`src/rtl/ysyx_22041207_pkg.sv`:
```
// Shared encodings for the memory arbiter: FSM states and transaction owner.
package ysyx_22041207_pkg;

  typedef enum logic [1:0] {
    ST_IDLE = 2'd0,
    ST_REQ  = 2'd1,
    ST_WAIT = 2'd2
  } arb_state_t;

  typedef enum logic {
    OWN_IF = 1'b0,
    OWN_LS = 1'b1
  } owner_t;

endpackage

```
`src/rtl/ysyx_22041207_mem_arb.sv`:
```
// Two-port (fetch / load-store) arbiter onto a single memory port, one transaction
// outstanding, LSU priority with a starvation bound for fetch and fetch flush support.
module ysyx_22041207_mem_arb
  import ysyx_22041207_pkg::*;
#(
  parameter int ADDR_W     = 64,
  parameter int DATA_W     = 64,
  parameter int STARVE_MAX = 4
) (
  input  logic              clk,
  input  logic              rst,
  input  logic              if_req_valid,
  output logic              if_req_ready,
  input  logic [ADDR_W-1:0] if_addr,
  input  logic              flush,
  output logic              if_resp_valid,
  output logic [DATA_W-1:0] if_resp_data,
  input  logic              ls_req_valid,
  output logic              ls_req_ready,
  input  logic              ls_wen,
  input  logic [ADDR_W-1:0] ls_addr,
  input  logic [DATA_W-1:0] ls_wdata,
  input  logic [7:0]        ls_wmask,
  output logic              ls_resp_valid,
  output logic [DATA_W-1:0] ls_resp_data,
  output logic              mem_req_valid,
  input  logic              mem_req_ready,
  output logic [ADDR_W-1:0] mem_addr,
  output logic              mem_wen,
  output logic [DATA_W-1:0] mem_wdata,
  output logic [7:0]        mem_wmask,
  input  logic              mem_resp_valid,
  input  logic [DATA_W-1:0] mem_resp_data
);

  localparam int CNT_W = (STARVE_MAX < 1) ? 1 : $clog2(STARVE_MAX + 1);
  localparam logic [CNT_W-1:0] CNT_MAX = CNT_W'(STARVE_MAX);

  arb_state_t       state;
  owner_t           owner;
  logic [CNT_W-1:0] starve_cnt;
  logic             drop;

  logic in_idle;
  logic if_live;
  logic grant_ls;
  logic resp_hit;

  // Arbitration and response steering; readies are forced low while rst is held.
  always_comb begin
    in_idle       = (state == ST_IDLE) && !rst;
    if_live       = if_req_valid && !flush;
    grant_ls      = ls_req_valid && !(if_live && (starve_cnt == CNT_MAX));
    ls_req_ready  = in_idle && ls_req_valid && grant_ls;
    if_req_ready  = in_idle && if_live && !grant_ls;
    mem_req_valid = (state == ST_REQ) && !rst;
    resp_hit      = (state == ST_WAIT) && mem_resp_valid && !rst;
    ls_resp_valid = resp_hit && (owner == OWN_LS);
    if_resp_valid = resp_hit && (owner == OWN_IF) && !drop && !flush;
    ls_resp_data  = ls_resp_valid ? mem_resp_data : '0;
    if_resp_data  = if_resp_valid ? mem_resp_data : '0;
  end

  always_ff @(posedge clk or posedge rst) begin
    if (rst) begin
      state      <= ST_IDLE;
      owner      <= OWN_IF;
      starve_cnt <= '0;
      drop       <= 1'b0;
      mem_addr   <= '0;
      mem_wen    <= 1'b0;
      mem_wdata  <= '0;
      mem_wmask  <= '0;
    end else begin
      unique case (state)
        ST_IDLE: begin
          if (ls_req_ready) begin
            owner     <= OWN_LS;
            mem_addr  <= ls_addr;
            mem_wen   <= ls_wen;
            mem_wdata <= ls_wdata;
            mem_wmask <= ls_wmask;
            state     <= ST_REQ;
            if (if_live && (starve_cnt != CNT_MAX)) starve_cnt <= starve_cnt + CNT_W'(1);
          end else if (if_req_ready) begin
            owner      <= OWN_IF;
            mem_addr   <= if_addr;
            mem_wen    <= 1'b0;
            mem_wdata  <= '0;
            mem_wmask  <= '0;
            state      <= ST_REQ;
            starve_cnt <= '0;
          end
        end
        ST_REQ: begin
          if (flush && (owner == OWN_IF)) drop <= 1'b1;
          if (mem_req_ready) state <= ST_WAIT;
        end
        ST_WAIT: begin
          // The transaction always completes downstream; a flushed fetch just loses its pulse.
          if (flush && (owner == OWN_IF)) drop <= 1'b1;
          if (mem_resp_valid) begin
            state <= ST_IDLE;
            drop  <= 1'b0;
          end
        end
        default: state <= ST_IDLE;
      endcase
    end
  end

endmodule

```
`config.mk`:
```
export PLATFORM = sky130hd
export DESIGN_NAME = ysyx_22041207_mem_arb
export DESIGN_NICKNAME = d
export VERILOG_FILES = /design/src/rtl/ysyx_22041207_pkg.sv /design/src/rtl/ysyx_22041207_mem_arb.sv
export SDC_FILE = /design/constraint.sdc
export NUM_CORES = 1
export LEC_CHECK = 0
export CORE_AREA = 2 2 210 212
export DETAILED_ROUTE_END_ITERATION = 10
export DIE_AREA = 0 0 212 214
export HOLD_SLACK_MARGIN = 0.03
export PLACE_DENSITY = 0.56
export SYNTH_ARGS = -nofsm -noshare
export SYNTH_HDL_FRONTEND = slang
export SYNTH_SLANG_ARGS = --single-unit
```
`constraint.sdc`:
```
create_clock -name clk -period 14.05 [get_ports clk]
set_clock_uncertainty 0.15 [all_clocks]
set_input_delay 3.5125 -clock clk [delete_from_list [all_inputs] [get_ports clk]]
set_output_delay 3.5125 -clock clk [all_outputs]
set_load 0.1 [all_outputs]
```
* Word-level counts from Yosys, hierarchy flattened
Cells that the tools add are included. W data, S select, Z words.
Word-level totals: register bits 144, output and inout port bits 270, logic and storage cells 68
Operators by class: add/subtract/negate cells 1, eq/ne operators 8, multiplexer cells 22, bitwise operators 1, reductions and logical operators 28
Operators by type and width (number):
- $mux W64 | 6
- $logic_and A1 B1 Y1 | 17
- $mux W8 | 2
- $mux W3 | 3
- $mux W2 | 4
- $ne A3 B3 Y1 const B | 2
- $pmux W2 S3 | 1
- $reduce_and A3 Y1 | 2
- $logic_not A1 Y1 | 5
- $mux W1 | 5
- $ne A2 B2 Y1 const B | 2
- $reduce_bool A2 Y1 | 2
- $add A3 B1 Y3 const B | 1
- $eq A3 B3 Y1 const B | 1
- $eq A2 B1 Y1 const B | 1
- $eq A2 B2 Y1 const B | 1
- $logic_not A2 Y1 | 1
- $ne A2 B1 Y1 const B | 1
- $pmux W1 S2 | 1
- $reduce_and A2 Y1 | 1
- $not A1 Y1 | 1

* Depth between registers and ports, before layout
depth after elaboration 10, gate-level depth with buffers 8, mapped depth without buffers 6

* Worst setup path before layout
Ideal clock, no wire load.
kind input to output, start point in rst, end point out ls_req_ready, data arrival time 7.493 ns, data required time 10.387 ns, setup slack 2.895 ns, stages 4, cell sequence inv_1 -> nand2_1 -> nor2_1 -> buf_2
On the way: word-level cells in the longest chain between the ends 4
Ends and longest elaborated chain:
- start: declaration | RTL line ysyx_22041207_mem_arb.sv:11 | input logic rst,
- $logic_not A1 Y1 (no source line)
- $logic_and A1 B1 Y1 | RTL line ysyx_22041207_mem_arb.sv:51 | in_idle = (state == ST_IDLE) && !rst;
- $logic_and A1 B1 Y1 (2 in a row) | RTL line ysyx_22041207_mem_arb.sv:54 | ls_req_ready = in_idle && ls_req_valid && grant_ls;
- end: declaration | RTL line ysyx_22041207_mem_arb.sv:19 | output logic ls_req_ready,
No other way between the ends.

* Final worst setup path
Ends and elaborated chain as after synthesis.

==> summary.txt <==
Status
  • Run status: finished, final reports clean

Clocking
  • Clock tree from TritonCTS: yes
  • Postcts setup bufs: 0
  • Hold_buf cts: 0
  • Cell at the root of the clock tree: sky130_fd_sc_hd__clkbuf_16
  • CTS H-tree lvls: 4
  • Clock-pin slew on the worst setup and hold paths: 0.06 ns
  • Num Clock Sinks: 144
  • Clk buf depth: 2
  • Number of resized instances in the post-cts repair step: 0
  • Inserted Clock Buffers: 17
  • Clock latency at the later pin of the worst-skew pair: 0.44 ns

Worst setup path
  • Required @ worst endpoint: 10.39 ns
  • CP Launch Type: input port
  • Arrival time at the worst endpoint: 6.76 ns
  • Launching point of the worst reg2reg path: state[1]
  • Biggest fanout along the worst timing path: 81
  • Logic depth of the worst register-to-register path: 8
  • Slack of the worst reg-to-reg path: 11.18 ns
  • Worst reg2reg endpoint: mem_addr[62]
  • Element type at the critical path end: output pin
  • Type of the worst setup path: in -> out

Global route
  • Vias in the first global route: 7052
  • M2 GR Usage: 24.5%
  • Pin count of the biggest net entering global routing: 82
  • Initial antenna violation count: 11
  • GRT met3 Usage: 4.97%
  • Gr usage total: 13.9%
  • GR met1 Demand/Resource: 15.7%
  • Global-route wire length before repair: 46600 µm
  • Overflow after GRT: 0
  • Busiest layer in global routing: met2

Placed design
  • HPWL after DPL: 25000 µm
  • Placer congestion estimate: 0.896
  • Port Buffer Count: 541
  • Area after DPL: 0.0126 mm²

STA
  • Number of endpoints with negative hold slack in the final report: 0
  • Total count of max-transition violations in the final report: 0
  • Shortest clock period the worst path allows after layout: 10.43 ns
  • Number of failing setup endpoints in the final timing report: 0
  • RSZ-0062 raised after global routing: no
  • Setup Total Neg Slack: 0 ns
  • Worst slew slack as a fraction of its limit: 20.1%
  • Max frequency: 95.9 MHz
  • Worst slew pin tran: 1.20 ns
  • Post-route fraction of the period consumed by the critical path: 74.2%

Synthesis
  • Total of flip-flops plus latches after synthesis: 144
  • Main area contributors after synthesis: sky130_fd_sc_hd__dfrtp_1, sky130_fd_sc_hd__and2_1, sky130_fd_sc_hd__a22o_1
  • Mapped cell area: 0.00672 mm²
  • Cell variety after synth: 29
  • Synthesized netlist cell count: 641
  • Top cell type by total area after synthesis: sky130_fd_sc_hd__dfrtp_1
  • Post-synthesis sequential area ratio: 53.7%
  • Post-synthesis net count: 919
  • Synth warnings: 0
  • Mean Syn Cell Area: 10.5 µm²
  • Synth top area share: 53.7%

Finish
  • Finished Cell Area: 0.0132 mm²
  • Net count reported at finish: 1431
  • Area grow syn2layout: 96.6%
  • Share of final-layout standard cells stronger than drive strength 1: 4.38%
  • Fraction of the core area covered by cells at the end of the flow: 30.8%

Drt
  • Remaining routing DRC violations: 0
  • Final ANT Viol Nets: 0
  • Detailed-router iteration count before antenna repair: 4
  • Avg Vias per Cell: 3.92
  • Starting DRT DRC Count: 267
  • Post-Route WL: 32000 µm
  • Wirelength per Cell: 18.3 µm
  • Routed vias: 6859

Hold path
  • WHS Path Cells: 1
  • Class of the most critical hold timing path: reg -> reg
  • HP Start: mem_wdata[38]
  • Worst Hold Path EP: mem_wdata[38]

Pwr
  • Leakage power: 5.20 nW
  • Total Power Consumption: 3.64 mW
  • Cell internal power dissipation: 1.47 mW
  • Proportion of power drawn by combinational gates: 66.8%
  • Switching share of total power: 59.6%
  • Power Density: 276 mW/mm²
  • Share of power burned in registers: 20.2%
  • Maximum vdd drop: 0.000263 V
  • Proportion of power drawn by the clock network: 13.0%
  • Switch Pwr: 2.17 mW

Floorplan
  • Starting utilization of the core area: 15.7%
  • # rows: 76
  • Die X: 212 µm
  • Die area: 0.0454 mm²
  • Height of the die: 214 µm
  • Core area: 0.0429 mm²
  • Number of top-level design ports: 542

Job
  • Max-cap check violation count: 0
-- critical path, stage by stage --
cell	delay, ns
sky130_fd_sc_hd__clkdlybuf4s50_1	0.58
sky130_fd_sc_hd__inv_6	0.61
sky130_fd_sc_hd__nand2_1	0.24
sky130_fd_sc_hd__nor2_4	0.14
sky130_fd_sc_hd__buf_4	0.39
sky130_fd_sc_hd__clkdlybuf4s50_1	1.23
-- how the worst max path moves through the flow --
| stage | startpoint | endpoint | cells past startpoint |
|---|---|---|---|
| 2_1_floorplan | rst | ls_req_ready | 4 |
| 3_3_place_gp | rst | ls_req_ready | 6 |
| 3_5_place_dp | rst | ls_req_ready | 6 |
| 4_1_cts | rst | ls_req_ready | 6 |
| 5_1_grt | rst | ls_req_ready | 6 |
| 6_report | rst | ls_req_ready | 6 |
-- power by group through the flow --
stage / sequential (mW) / clock, mW / combinational (mW)
final: 0.736 / 0.473 / 2.43
after detailed placement: 0.737 / 0 / 2.44
after floorplan: 2.18 / 0 / 0.375
after global placement: 0.739 / 0 / 2.44
after global routing: 0.764 / 0.509 / 2.50
after CTS: 0.739 / 0.491 / 2.44
-- final cells by class --
type,count,area [µm²]
Fill cell,4492,29700
Timing Repair Buffer,550,5480
Sequential cell,144,3600
Multi-Input combinational cell,432,2740
Tap cell,585,732
Clock buffer,21,470
Clock inverter,9,133
Inverter,8,35.0
Antenna cell,2,5.00
-- per-stage QoR --
step,instances,hold slack (ns),worst slack (ns)
after floorplan,641,0.346,2.89
after global placement,1719,0.337,3.49
after detailed placement,1719,0.341,3.53
after CTS,1749,0.358,3.51
after global routing,1750,0.368,3.38
final,1751,0.352,3.62
-- placed cells by master, fill, tap and decap left out, types with 2 or more instances in the layout --
cell | netlist | final
sky130_fd_sc_hd__a22o_1 | 74 | 74
sky130_fd_sc_hd__nor2_1 | 68 | 67
sky130_fd_sc_hd__and2_1 | 128 | 128
sky130_fd_sc_hd__o21ai_0 | 2 | 2
sky130_fd_sc_hd__diode_2 | 0 | 2
sky130_fd_sc_hd__o22ai_1 | 66 | 66
sky130_fd_sc_hd__a21oi_1 | 66 | 66
sky130_fd_sc_hd__clkinv_2 | 0 | 2
sky130_fd_sc_hd__clkbuf_16 | 0 | 17
sky130_fd_sc_hd__clkinvlp_4 | 0 | 2
sky130_fd_sc_hd__bufinv_16 | 0 | 3
sky130_fd_sc_hd__mux2_2 | 2 | 2
sky130_fd_sc_hd__dfrtp_1 | 144 | 144
sky130_fd_sc_hd__inv_6 | 0 | 2
sky130_fd_sc_hd__clkdlybuf4s50_1 | 0 | 541
sky130_fd_sc_hd__buf_4 | 11 | 9
sky130_fd_sc_hd__clkbuf_8 | 0 | 3
sky130_fd_sc_hd__ha_1 | 6 | 6
sky130_fd_sc_hd__inv_1 | 8 | 7
sky130_fd_sc_hd__a31oi_1 | 2 | 2
sky130_fd_sc_hd__nand2_1 | 4 | 3
-- sequential cells by signal, indices dropped and copies added (netlist names) --
register,count
mem_addr,64
state,2
starve_cnt,3
drop,1
mem_wdata,64
mem_wmask,8
owner,1
mem_wen,1
-- metal layers --
metal | wire length [µm] | vias to the layer above
met5 | 13 | -
met4 | 335 | 2
met3 | 2950 | 28
met2 | 16300 | 309
met1 | 12400 | 3223
li1 | - | 3297
-- synthesized netlist by cell type --
library cell	number
sky130_fd_sc_hd__dfrtp_1	144
sky130_fd_sc_hd__and2_1	128
sky130_fd_sc_hd__a22o_1	74
sky130_fd_sc_hd__nor2_1	68
sky130_fd_sc_hd__a21oi_1	66
sky130_fd_sc_hd__o22ai_1	66
sky130_fd_sc_hd__buf_2	17
sky130_fd_sc_hd__buf_6	13
sky130_fd_sc_hd__buf_4	11
sky130_fd_sc_hd__clkbuf_2	11
sky130_fd_sc_hd__inv_1	8
sky130_fd_sc_hd__ha_1	6
sky130_fd_sc_hd__clkbuf_1	5
sky130_fd_sc_hd__nand2_1	4
sky130_fd_sc_hd__a31oi_1	2
sky130_fd_sc_hd__mux2_2	2
sky130_fd_sc_hd__nor3_1	2
sky130_fd_sc_hd__o21a_1	2
sky130_fd_sc_hd__o21ai_0	2
sky130_fd_sc_hd__a21bo_2	1
sky130_fd_sc_hd__a21o_1	1
sky130_fd_sc_hd__and2b_4	1
sky130_fd_sc_hd__nand2_4	1
sky130_fd_sc_hd__nand3_1	1
sky130_fd_sc_hd__nand4b_1	1
sky130_fd_sc_hd__nor2b_1	1
sky130_fd_sc_hd__nor4b_2	1
sky130_fd_sc_hd__o21ai_1	1
sky130_fd_sc_hd__o21bai_1	1
-- cells by family after synthesis --
group | share of synthesized area (%)
AO/OA/AOI/OAI | 21.7
adder cells (fa/ha/maj) | 1.12
buffers and inverters | 6.22
flip-flops | 53.7
multiplexers | 0.335
AND/OR/NAND/NOR | 16.9
No activity file was read; power rests on OpenSTA's default activity.
